File: src/rtl/spi_adc_sampler_pkg.sv
// Shared types and constants for the SPI ADC sampler.
// Provides the frame FSM state enum, frame geometry and the command-bit helper.
package spi_adc_sampler_pkg;

  typedef enum logic [2:0] {
    IDLE,
    CS_SETUP,
    SHIFT,
    CS_HOLD,
    GAP
  } state_t;

  localparam int FRAME_SCLKS = 17;
  localparam int CMD_BITS    = 5;
  localparam int DATA_MSB_K  = 7;
  localparam int SAMPLE_W    = 10;

  // Command word {1,1,ch[2:0]} is sent first bit first; bits past it are zero.
  function automatic logic cmd_bit(input logic [2:0] ch, input logic [4:0] k);
    logic [CMD_BITS-1:0] cmd;
    logic [2:0]          idx;
    cmd = {2'b11, ch};
    idx = 3'(CMD_BITS - 1) - k[2:0];
    if (k < 5'(CMD_BITS)) return cmd[idx];
    return 1'b0;
  endfunction

endpackage

File: src/rtl/spi_adc_sclk_gen.sv
// SCLK phase and bit counter: each SCLK period is CLK_DIV clk cycles low then
// CLK_DIV cycles high; bit index k runs 0..FRAME_SCLKS-1 while run is high.
module spi_adc_sclk_gen
  import spi_adc_sampler_pkg::*;
#(
  parameter int CLK_DIV = 4
) (
  input  logic       clk,
  input  logic       reset,
  input  logic       run,
  output logic       sclk,
  output logic       low_end,
  output logic       high_end,
  output logic       frame_done,
  output logic [4:0] bit_k
);

  logic [7:0] phase_cnt;
  logic       phase_high;
  logic       phase_last;

  assign phase_last = (phase_cnt == 8'(CLK_DIV - 1));

  // Counters sit at the start of period 0 whenever the shifter is not running.
  always_ff @(posedge clk) begin
    if (reset || !run) begin
      phase_cnt  <= '0;
      phase_high <= 1'b0;
      bit_k      <= '0;
    end else if (phase_last) begin
      phase_cnt  <= '0;
      phase_high <= !phase_high;
      if (phase_high)
        bit_k <= (bit_k == 5'(FRAME_SCLKS - 1)) ? 5'd0 : bit_k + 5'd1;
    end else begin
      phase_cnt <= phase_cnt + 8'd1;
    end
  end

  assign sclk       = run && phase_high;
  assign low_end    = run && !phase_high && phase_last;
  assign high_end   = run && phase_high && phase_last;
  assign frame_done = high_end && (bit_k == 5'(FRAME_SCLKS - 1));

endmodule

File: src/rtl/spi_adc_sampler.sv
// Round-robin SPI ADC sampler with per-window completion pulse.
// Optional build macro SPI_ADC_TEST_PATTERN_EN replaces ADC data with {channel, frame count}.
module spi_adc_sampler
  import spi_adc_sampler_pkg::*;
#(
  parameter int CLK_DIV    = 4,
  parameter int NUM_CH     = 4,
  parameter int WINDOW_LEN = 1024
) (
  input  logic                clk,
  input  logic                reset,
  input  logic                enable,
  input  logic                adc_miso,
  output logic                adc_sclk,
  output logic                adc_cs_n,
  output logic                adc_mosi,
  output logic [SAMPLE_W-1:0] SPI_Data,
  output logic [2:0]          Channel_Sel,
  output logic                Sample_Valid,
  output logic                Bit_Count_Reached
);

  state_t              state;
  state_t              state_next;
  logic [8:0]          timer;
  logic [2:0]          ch;
  logic [15:0]         sweep;
  logic                window_hit;
  logic                miso_s1;
  logic                miso_s2;
  logic [SAMPLE_W-2:0] shift_reg;
  logic [SAMPLE_W-1:0] captured;
  logic                sclk_level;
  logic                high_end;
  logic                frame_done;
  logic                low_end_unused;
  logic [4:0]          bit_k;
  logic                last_ch;
  logic                sweep_last;

  spi_adc_sclk_gen #(
    .CLK_DIV(CLK_DIV)
  ) u_sclk_gen (
    .clk       (clk),
    .reset     (reset),
    .run       (state == SHIFT),
    .sclk      (sclk_level),
    .low_end   (low_end_unused),
    .high_end  (high_end),
    .frame_done(frame_done),
    .bit_k     (bit_k)
  );

  always_ff @(posedge clk) begin
    if (reset) state <= IDLE;
    else       state <= state_next;
  end

  always_comb begin
    state_next = state;
    adc_cs_n   = 1'b1;
    adc_sclk   = 1'b0;
    adc_mosi   = 1'b0;
    case (state)
      IDLE: begin
        if (enable) state_next = CS_SETUP;
      end
      CS_SETUP: begin
        adc_cs_n = 1'b0;
        adc_mosi = cmd_bit(ch, 5'd0);
        if (timer == 9'(CLK_DIV - 1)) state_next = SHIFT;
      end
      SHIFT: begin
        adc_cs_n = 1'b0;
        adc_sclk = sclk_level;
        adc_mosi = cmd_bit(ch, bit_k);
        if (frame_done) state_next = CS_HOLD;
      end
      CS_HOLD: begin
        adc_cs_n = 1'b0;
        if (timer == 9'(CLK_DIV - 1)) state_next = GAP;
      end
      GAP: begin
        if (timer == 9'(2 * CLK_DIV - 1)) state_next = enable ? CS_SETUP : IDLE;
      end
      default: state_next = IDLE;
    endcase
  end

  // Dwell timer for the fixed-length states; SHIFT is timed by the SCLK generator.
  always_ff @(posedge clk) begin
    if (reset || (state_next != state) || (state == IDLE) || (state == SHIFT))
      timer <= '0;
    else
      timer <= timer + 9'd1;
  end

  always_ff @(posedge clk) begin
    if (reset) begin
      miso_s1 <= 1'b0;
      miso_s2 <= 1'b0;
    end else begin
      miso_s1 <= adc_miso;
      miso_s2 <= miso_s1;
    end
  end

  // Data bits are taken at the end of each high phase; k=5,6 are the null bits.
  always_ff @(posedge clk) begin
    if (reset)
      shift_reg <= '0;
    else if (high_end && (bit_k >= 5'(DATA_MSB_K)))
      shift_reg <= {shift_reg[SAMPLE_W-3:0], miso_s2};
  end

`ifdef SPI_ADC_TEST_PATTERN_EN
  logic [6:0] frame_cnt [0:7];

  always_ff @(posedge clk) begin
    if (reset) begin
      for (int i = 0; i < 8; i++) frame_cnt[i] <= '0;
    end else if (frame_done) begin
      frame_cnt[ch] <= frame_cnt[ch] + 7'd1;
    end
  end

  assign captured = {ch, frame_cnt[ch]};
`else
  assign captured = {shift_reg, miso_s2};
`endif

  assign last_ch    = (ch == 3'(NUM_CH - 1));
  assign sweep_last = (sweep == 16'(WINDOW_LEN - 1));

  // Window pulse trails the last sample of the window by one cycle via window_hit.
  always_ff @(posedge clk) begin
    if (reset) begin
      SPI_Data          <= '0;
      Channel_Sel       <= '0;
      Sample_Valid      <= 1'b0;
      Bit_Count_Reached <= 1'b0;
      ch                <= '0;
      sweep             <= '0;
      window_hit        <= 1'b0;
    end else begin
      Sample_Valid      <= frame_done;
      Bit_Count_Reached <= window_hit;
      window_hit        <= 1'b0;
      if (frame_done) begin
        SPI_Data    <= captured;
        Channel_Sel <= ch;
        ch          <= last_ch ? 3'd0 : ch + 3'd1;
        if (last_ch) begin
          if (sweep_last) begin
            sweep      <= '0;
            window_hit <= 1'b1;
          end else begin
            sweep <= sweep + 16'd1;
          end
        end
      end
    end
  end

endmodule

File: config.mk
export PLATFORM = sky130hd
export DESIGN_NAME = spi_adc_sampler
export DESIGN_NICKNAME = d
export VERILOG_FILES = /design/src/rtl/spi_adc_sampler_pkg.sv /design/src/rtl/spi_adc_sclk_gen.sv /design/src/rtl/spi_adc_sampler.sv
export SDC_FILE = /design/constraint.sdc
export NUM_CORES = 1
export LEC_CHECK = 0
export ABC_AREA = 1
export BUFFER_PORTS_ARGS = -buffer_cell sky130_fd_sc_hd__buf_2
export CAP_MARGIN = 20
export CORE_UTILIZATION = 32
export CTS_CLUSTER_SIZE = 28
export DETAILED_ROUTE_END_ITERATION = 12
export PLACE_DENSITY = 0.5
export SKIP_CTS_REPAIR_TIMING = 1
export SKIP_LAST_GASP = 1
export SLEW_MARGIN = 10
export SYNTH_ARGS = -nofsm -noshare
export SYNTH_HDL_FRONTEND = slang
export SYNTH_SLANG_ARGS = --single-unit
File: constraint.sdc
create_clock -name clk -period 2.4 [get_ports clk]
set_clock_uncertainty 0.2 [all_clocks]
set_input_delay 0.24 -clock clk [delete_from_list [all_inputs] [get_ports clk]]
set_output_delay 0.24 -clock clk [all_outputs]
set_load 0.01 [all_outputs]
; After elaboration in Yosys (flattened, before gate mapping)
; Cells that the tools add are included.
[word_totals]
reg_bits = 72
input_bits = 4
word_cells = 75
[op_classes]
n_addsub = 6
magnitude_cmp = 3
n_eq_ne = 11
n_mux = 22
bitwise_logic = 2
n_reduce_logical = 16
[op_table]
columns = cell, n
row1 = $mux W3, 6
row2 = $add A16 B1 Y16 const B, 1
row3 = $eq A16 B10 Y1 const B, 1
row4 = $mux W16, 1
row5 = $pmux W3 S5, 1
row6 = $mux W1, 11
row7 = $add A9 B1 Y9 const B, 1
row8 = $eq A3 B2 Y1 const B, 3
row9 = $eq A9 B2 Y1 const B, 1
row10 = $eq A9 B3 Y1 const B, 1
row11 = $add A8 B1 Y8 const B, 1
row12 = $eq A8 B2 Y1 const B, 1
row13 = $reduce_or A3 Y1, 2
row14 = $add A5 B1 Y5 const B, 1
row15 = $eq A5 B5 Y1 const B, 1
row16 = $ge A5 B3 Y1 const B, 1
row17 = $lt A5 B3 Y1 const B, 1
row18 = $mux W5, 1
row19 = $logic_and A1 B1 Y1, 4
row20 = $logic_or A1 B1 Y1, 4
row21 = $lt A3 B4 Y1 const B, 1
row22 = $reduce_and A2 Y1, 2
row23 = $add A3 B1 Y3 const B, 1
row24 = $bmux W1 S3, 1
row25 = 9 further kinds, 11

; Depth between registers and ports, before layout
; Gate-level depths: netlist of run 1.
[logic_depth]
depth_word = 10
ltp_mapped = 10
depth_no_buf = 9

; By module
; Synthesis of run 1 repeated with hierarchy kept, for this count alone.
[unflattened]
cells_unflattened = 481
area_unflattened_um2 = 3434.5
[modules_own_cells]
columns = mod, instances, cells_per_inst, area_each_um2
row1 = spi_adc_sampler, 1, 366, 2638.8
row2 = spi_adc_sclk_gen, 1, 115, 795.8

; Worst setup path before layout of run 1
; No wires, ideal clock.
[synth_timing]
path_kind = flip-flop to flip-flop
startpoint = register u_sclk_gen.bit_k[0]
endpoint = register sweep[4]
setup_time_ns = 0.135
t_arrival_ns = 1.481
required_time_ns = 2.065
slack_ns = 0.584
path_stages_with_launch = 11
synth_period_minus_slack_ns = 1.816
cell_sequence = dfxtp_1 -> inv_1 -> ha_1 -> inv_1 -> nor2_1 -> nand3_1 -> nor2_4 -> nand2_4 -> buf_6 -> nand2_1 -> a21oi_2
[synth_between]
elab_chain_len = 3
[synth_lines]
columns = element, line
row1 = from (decl), spi_adc_sclk_gen.sv:15  ; output logic [4:0] bit_k
row2 = from (signal assigned), spi_adc_sclk_gen.sv:34  ; bit_k <= (bit_k == 5'(FRAME_SCLKS - 1)) ? 5'd0 : bit_k + 5'd1;
row3 = $eq A5 B5 Y1, spi_adc_sclk_gen.sv:43  ; assign frame_done = high_end && (bit_k == 5'(FRAME_SCLKS - 1));
row4 = $logic_and A1 B1 Y1, spi_adc_sclk_gen.sv:43
row5 = $reduce_and A2 Y1 (no line), --
row6 = to (signal assigned), spi_adc_sampler.sv:158  ; sweep <= sweep + 16'd1;
row7 = to (decl), spi_adc_sampler.sv:27  ; logic [15:0] sweep;
; No other way between the ends.
; A chain may end at the register's enable or synchronous reset.

; Worst setup path in the final report of run 1
[layout_timing]
startpoint = register u_sclk_gen.bit_k[0]
endpoint = output adc_mosi
[layout_between]
elab_chain_len = 6
[layout_lines]
columns = element, line
row1 = $sub A3 B3 Y3, spi_adc_sampler_pkg.sv:23  ; idx = 3'(CMD_BITS - 1) - k[2:0];
row2 = $bmux W1 S3, spi_adc_sampler_pkg.sv:24  ; if (k < 5'(CMD_BITS)) return cmd[idx];
row3 = $mux W1 (implied by the code), spi_adc_sampler_pkg.sv:24
row4 = $mux W1, spi_adc_sampler_pkg.sv:24
row5 = $mux W1 *, spi_adc_sampler_pkg.sv:25  ; return 1'b0;
row6 = $pmux W1 S2 *, spi_adc_sampler.sv:64  ; case (state)
row7 = to (decl), spi_adc_sampler.sv:16  ; output logic adc_mosi,
; Every way passes the cells marked *; elsewhere a longest branch is shown, timed or not. The select of a mux whose other input is x is not followed.

==> results of run 1 <==
==> synthesized netlist by cell type (all sizes together) <==
library cell	count	share of area
and3	2	0.0037
ha	6	0.022
clkinv	1	0.0011
o31ai	1	0.0022
o22ai	1	0.0018
a22oi	1	0.0022
xor2	11	0.028
xnor2	3	0.0077
nor3b	3	0.0066
nand3	30	0.054
inv	46	0.051
a21boi	1	0.0022
buf	3	0.011
clkbuf	7	0.0077
a22o	1	0.0026
nor3	4	0.0059
nor2	77	0.096
nand4	11	0.020
a211oi	1	0.0022
a21oi	45	0.073
and2	1	0.0018
or2	1	0.0018
o21ai	11	0.016
dfxtp	72	0.42
nand2	132	0.15
==> per-stage QoR <==
step | total power, mW | instances | setup WS, ns | instance area, um2 | util
floorplan | 1.257 | 472 | 0.5840 | 3397 | -
global placement | 1.272 | 622 | 0.4625 | 3631 | 0.3517
detailed placement | 1.273 | 622 | 0.3984 | 3631 | 0.3517
CTS | 2.338 | 638 | 0.03608 | 3851 | 0.3730
global route | 2.404 | 639 | 0.02391 | 3862 | 0.3741
finish | 2.301 | 639 | 0.1679 | 3862 | 0.3741
==> final timing paths <==
path         depth (start not counted)                 from  slack [ns]                end
max reg2reg                          9  u_sclk_gen.bit_k[0]        0.45           sweep[4]
max                                  7  u_sclk_gen.bit_k[0]        0.17           adc_mosi
min                                  5               enable        0.06           state[0]
min reg2reg                          2           window_hit        0.21  Bit_Count_Reached
==> worst max-delay path, stage by stage (launching register included) <==
cell and delay (ns):
dfxtp_2 0.39, inv_1 0.09, ha_1 0.34, a21oi_1 0.13, a22oi_1 0.09, a21oi_1 0.19
o21ai_1 0.09, buf_2 0.14
==> where the power goes <==
group          switching (mW)  leakage (nW)  internal (mW)
clock                   0.466         0.103          0.591
combinational          0.0324         0.817         0.0123
sequential            0.00234         0.581           1.20
==> logic make-up (layout without fill, tap and decap cells) <==
logic type	count (synthesis)	in the layout	share of synthesized area
AO/OA/AOI/OAI	62	62	0.1024
adder cells (fa/ha/maj)	6	6	0.02210
AND/OR/NAND/NOR	261	261	0.3444
XOR/XNOR	14	14	0.03610
buffers and inverters	57	88	0.07072
flip-flops	72	72	0.4243
==> layout make-up <==
cell class	count	area, um2
fill	1080	6461
multi-input combinational	343	1715
sequential	72	1443
inverter	47	176.4
tap	136	170.2
timing repair buffer	25	137.6
clock buffer	10	127.6
clock inverter	6	92.59
==> metal layers <==
layer	global-route usage	up-vias	routed length, um
met5	0	-	0
met4	0.04527	0	53
met3	0.04367	4	244
met2	0.2308	33	3263
met1	0.1796	1328	3539
li1	-	1561	-
==> impl_metrics.toml, run 1 <==
[layout]
final_cell_mix = "nand2_1, nor2_1, dfxtp_1"
drive_gt1_frac = 0.1312
nNetsFinal = 508
largest_registers = "sweep (16), SPI_Data (10)"
regMostFlops = "sweep"
layout_commonest_cell = "nand2_1"
largest_register_ffs = 16
diodes = 0
area_growth_syn_to_layout_pct = 13.70

[timing]
tightest_slew_ns = 0.5509
holdWs_ns = 0.05907
fmax_ghz = 0.4480
finalCritPeriodShare = 0.9300
rsz0062_at_grt = "no"
report.final.slew_viol_count = 0
post-route-min-period_ns = 2.232
setup_viol = 0
slew_headroom = 0.6328
fin_tns_setup_ns = 0
finalHoldViolations = 0

[drt]
drc = 0
dr_total_vias = 2926
wl_um = 7101
drtIter0Drc = 125
ant_nets = 0
wl_per_cell_um = 11.11
drt-vias-per-instance = 4.579
drtPass1Iterations = 4

[clocking]
clock_sinks = 72
ctsRootBufferMaster = "clkbuf_8"
clock_latency_ns = 0.35
cts_max_path_buffers = 2
cts_tree = "done"
path_clk_slew_ns = 0.08
h-tree-depth = 3
cts_inserted_buffers = 9

[floorplanning]
ios = 22
die_area_um2 = 11030
core_region_area_um2 = 10320
die_y_um = 105.0
std_cell_rows = 37
initial_utilization = 0.3291
die_x_um = 105.0

[synthesis]
avgSynthCellArea_um2 = 7.197
ys_warn_count = 0
synth-seq-area-share = 0.4243
syn-num-nets = 482
yosys.cell_types.count = 34
synth_seq_cells = 72
syn_inst = 472
syn-cell-area_um2 = 3397

[outcome]
status = "completed"

[placement]
numPortBuffers = 21
hpwl_um = 5123
gp_congestion = 0.7966

[critical_path]
critPathRequiredTime_ns = 1.96
critPathKind = "reg -> out"
cp.arrival_ns = 1.79
cp_max_fo = 7
startpoint_type = "register"
crit_path_end_kind = "output port"

[grt]
grt_pass1_vias = 2767
grt_max_degree = 48
grtUsageTotal = 0.1423
grt_first_pass_wirelength_um = 12550
antenna_found_initial = 0
grt_overflow_total = 0

[pwr]
power_density_nw_per_um2 = 595.8
p_leak_nw = 1.502
ir_drop_mv = 0.3111

[worst_hold_path]
holdCritPathClass = "in -> reg"

[run]
drv_cap = 0
Power figures use the tool's default switching activity.
==> inputs of run 2 (changes only) <==
Settings changed: BUFFER_PORTS_ARGS -buffer_cell sky130_fd_sc_hd__buf_2 to -buffer_cell sky130_fd_sc_hd__buf_4, PLACE_DENSITY 0.5 to 0.49, SYNTH_HIERARCHICAL from default to 1.
==> run 2 against run 1 <==
Against the previous run: sequential share of layout area shrank 1.8 points; sequential power is essentially flat; largest power group unchanged; highest routed layer unchanged; combinational power grew 13%; non-clock buffer count increased by 9.
==> impl_metrics.toml, run 2 <==
[layout]
diodes = 0
final_cell_mix = "nor2_1, nand2_1, dfxtp_1"
layout_commonest_cell = "nor2_1"
nNetsFinal = 529
area_growth_syn_to_layout_pct = 18.42
largest_registers = "sweep (16), SPI_Data (10)"
regMostFlops = "sweep"
drive_gt1_frac = 0.1762
fin_area_um2 = 4061
largest_register_ffs = 16

[clocking]
cts_tree = "done"
ctsRootBufferMaster = "clkbuf_8"
cts_max_path_buffers = 2
path_clk_slew_ns = 0.08
clock_sinks = 72
clock_latency_ns = 0.35
cts_inserted_buffers = 9
h-tree-depth = 3

[outcome]
status = "completed"

[floorplanning]
die_area_um2 = 11140
die_y_um = 105.5
std_cell_rows = 37
core_region_area_um2 = 10370
initial_utilization = 0.3307
die_x_um = 105.5
ios = 22

[synthesis]
syn-cell-area_um2 = 3430
ys_warn_count = 6
syn_inst = 480
syn-num-nets = 492
avgSynthCellArea_um2 = 7.145

[pwr]
ir_drop_mv = 0.2670
power_frac_seq = 0.557
pwr-share-comb = 0.023
clockPowerShare = 0.419
p_leak_nw = 1.681
power_density_nw_per_um2 = 530.6
internal_power_mw = 1.611
netSwitchingFraction = 0.2522
net-switching-power_mw = 0.5433

[drt]
wl_met1_um = 3242
wl_per_cell_um = 10.47
dr_total_vias = 2991
drtPass1Iterations = 4
drtIter0Drc = 110
wl_um = 6889
wl_met3_um = 242
ant_nets = 0
wl_met2_um = 3281
drt-vias-per-instance = 4.546
dr.max_layer_used = "met4"
drc = 0

[grt]
grt_overflow_total = 0
grtUsageTotal = 0.1355
grt_first_pass_wirelength_um = 12370
grt_max_degree = 22
grt_pass1_vias = 2827
antenna_found_initial = 0

[timing]
holdWs_ns = 0.06091
report.final.slew_viol_count = 0
setup_viol = 0
slew_headroom = 0.7101
rsz0062_at_grt = "yes"
fmax_ghz = 0.4422
finalHoldViolations = 0
post-route-min-period_ns = 2.261
finalCritPeriodShare = 0.9422
tightest_slew_ns = 0.4344

[placement]
gp_congestion = 0.8310
placed_area_um2 = 3785
numPortBuffers = 21
hpwl_um = 4935

[critical_path]
critPathKind = "reg -> reg"
critPathRequiredTime_ns = 2.43
cp_max_fo = 6
crit_path_end_kind = "register"
startpoint_type = "register"
cp.arrival_ns = 2.29

[worst_hold_path]
holdCritPathClass = "in -> reg"

[run]
drv_cap = 0
## run 2: changes by cell type in the layout (fill, tap and decap cells not counted), moves of 7 or more
cell	change
buf_2	-21
o21ai_1	+7
buf_4	+28
o21ai_0	+19
nor2_1	+38
nand2_1	-48
a21oi_1	-19
inv_1	+7
## run 2: area by class of cell
type                       instances  area [um2]
clock buffer                       9       123.9
clock inverter                     7       61.31
fill                            1088        6309
inverter                          59       221.5
multi-input combinational        341        1775
sequential                        72        1445
tap                              136       170.2
timing repair buffer              34       264.0
## run 2: through the flow
step	std cells	TNS, ns	util	total power, mW	worst slack, ns
finish	658	0	0.3917	2.155	0.1387
global route	658	-0.2385	0.3917	2.260	-0.04457
CTS	654	0	0.3828	2.206	0.004106
detailed placement	638	0	0.3650	1.278	0.09337
global placement	638	0	0.3650	1.278	0.1325
floorplan	480	0	-	1.259	0.2309
## run 2: critical path, stage by stage (launching register included)
cell and delay [ns]:
dfxtp_2 0.35, ha_2 0.20, nand3_1 0.13, nor2_4 0.16
nand2_4 0.10, nor3_4 0.23, nand2_4 0.08, nor2_4 0.21
buf_4 0.17, nand4_1 0.14, nand2_2 0.13, nor2_1 0.06
## run 2: worst paths after layout
kind | cells past startpoint | slack (ns) | end | startpoint
setup / recovery | 11 | 0.14 | sweep[7] | u_sclk_gen/phase_cnt[0]
hold reg to reg | 2 | 0.20 | miso_s2 | miso_s1
setup reg to reg | 11 | 0.14 | sweep[7] | u_sclk_gen/phase_cnt[0]
hold / removal | 2 | 0.06 | sweep[8] | reset
## run 2: per-layer routing
metal	vias to the layer above	GRT usage
met2	52	0.2378
li1	1607	-
met5	-	0
met4	0	0.05357
met1	1320	0.1606
met3	12	0.02907
## run 2: power groups by stage
stage	Combinational (mW)	Clock (mW)	Sequential (mW)
global route	0.0578	1.00	1.20
floorplan	0.0300	0	1.23
finish	0.0506	0.903	1.20
detailed placement	0.0484	0	1.23
CTS	0.0486	0.956	1.20
global placement	0.0483	0	1.23
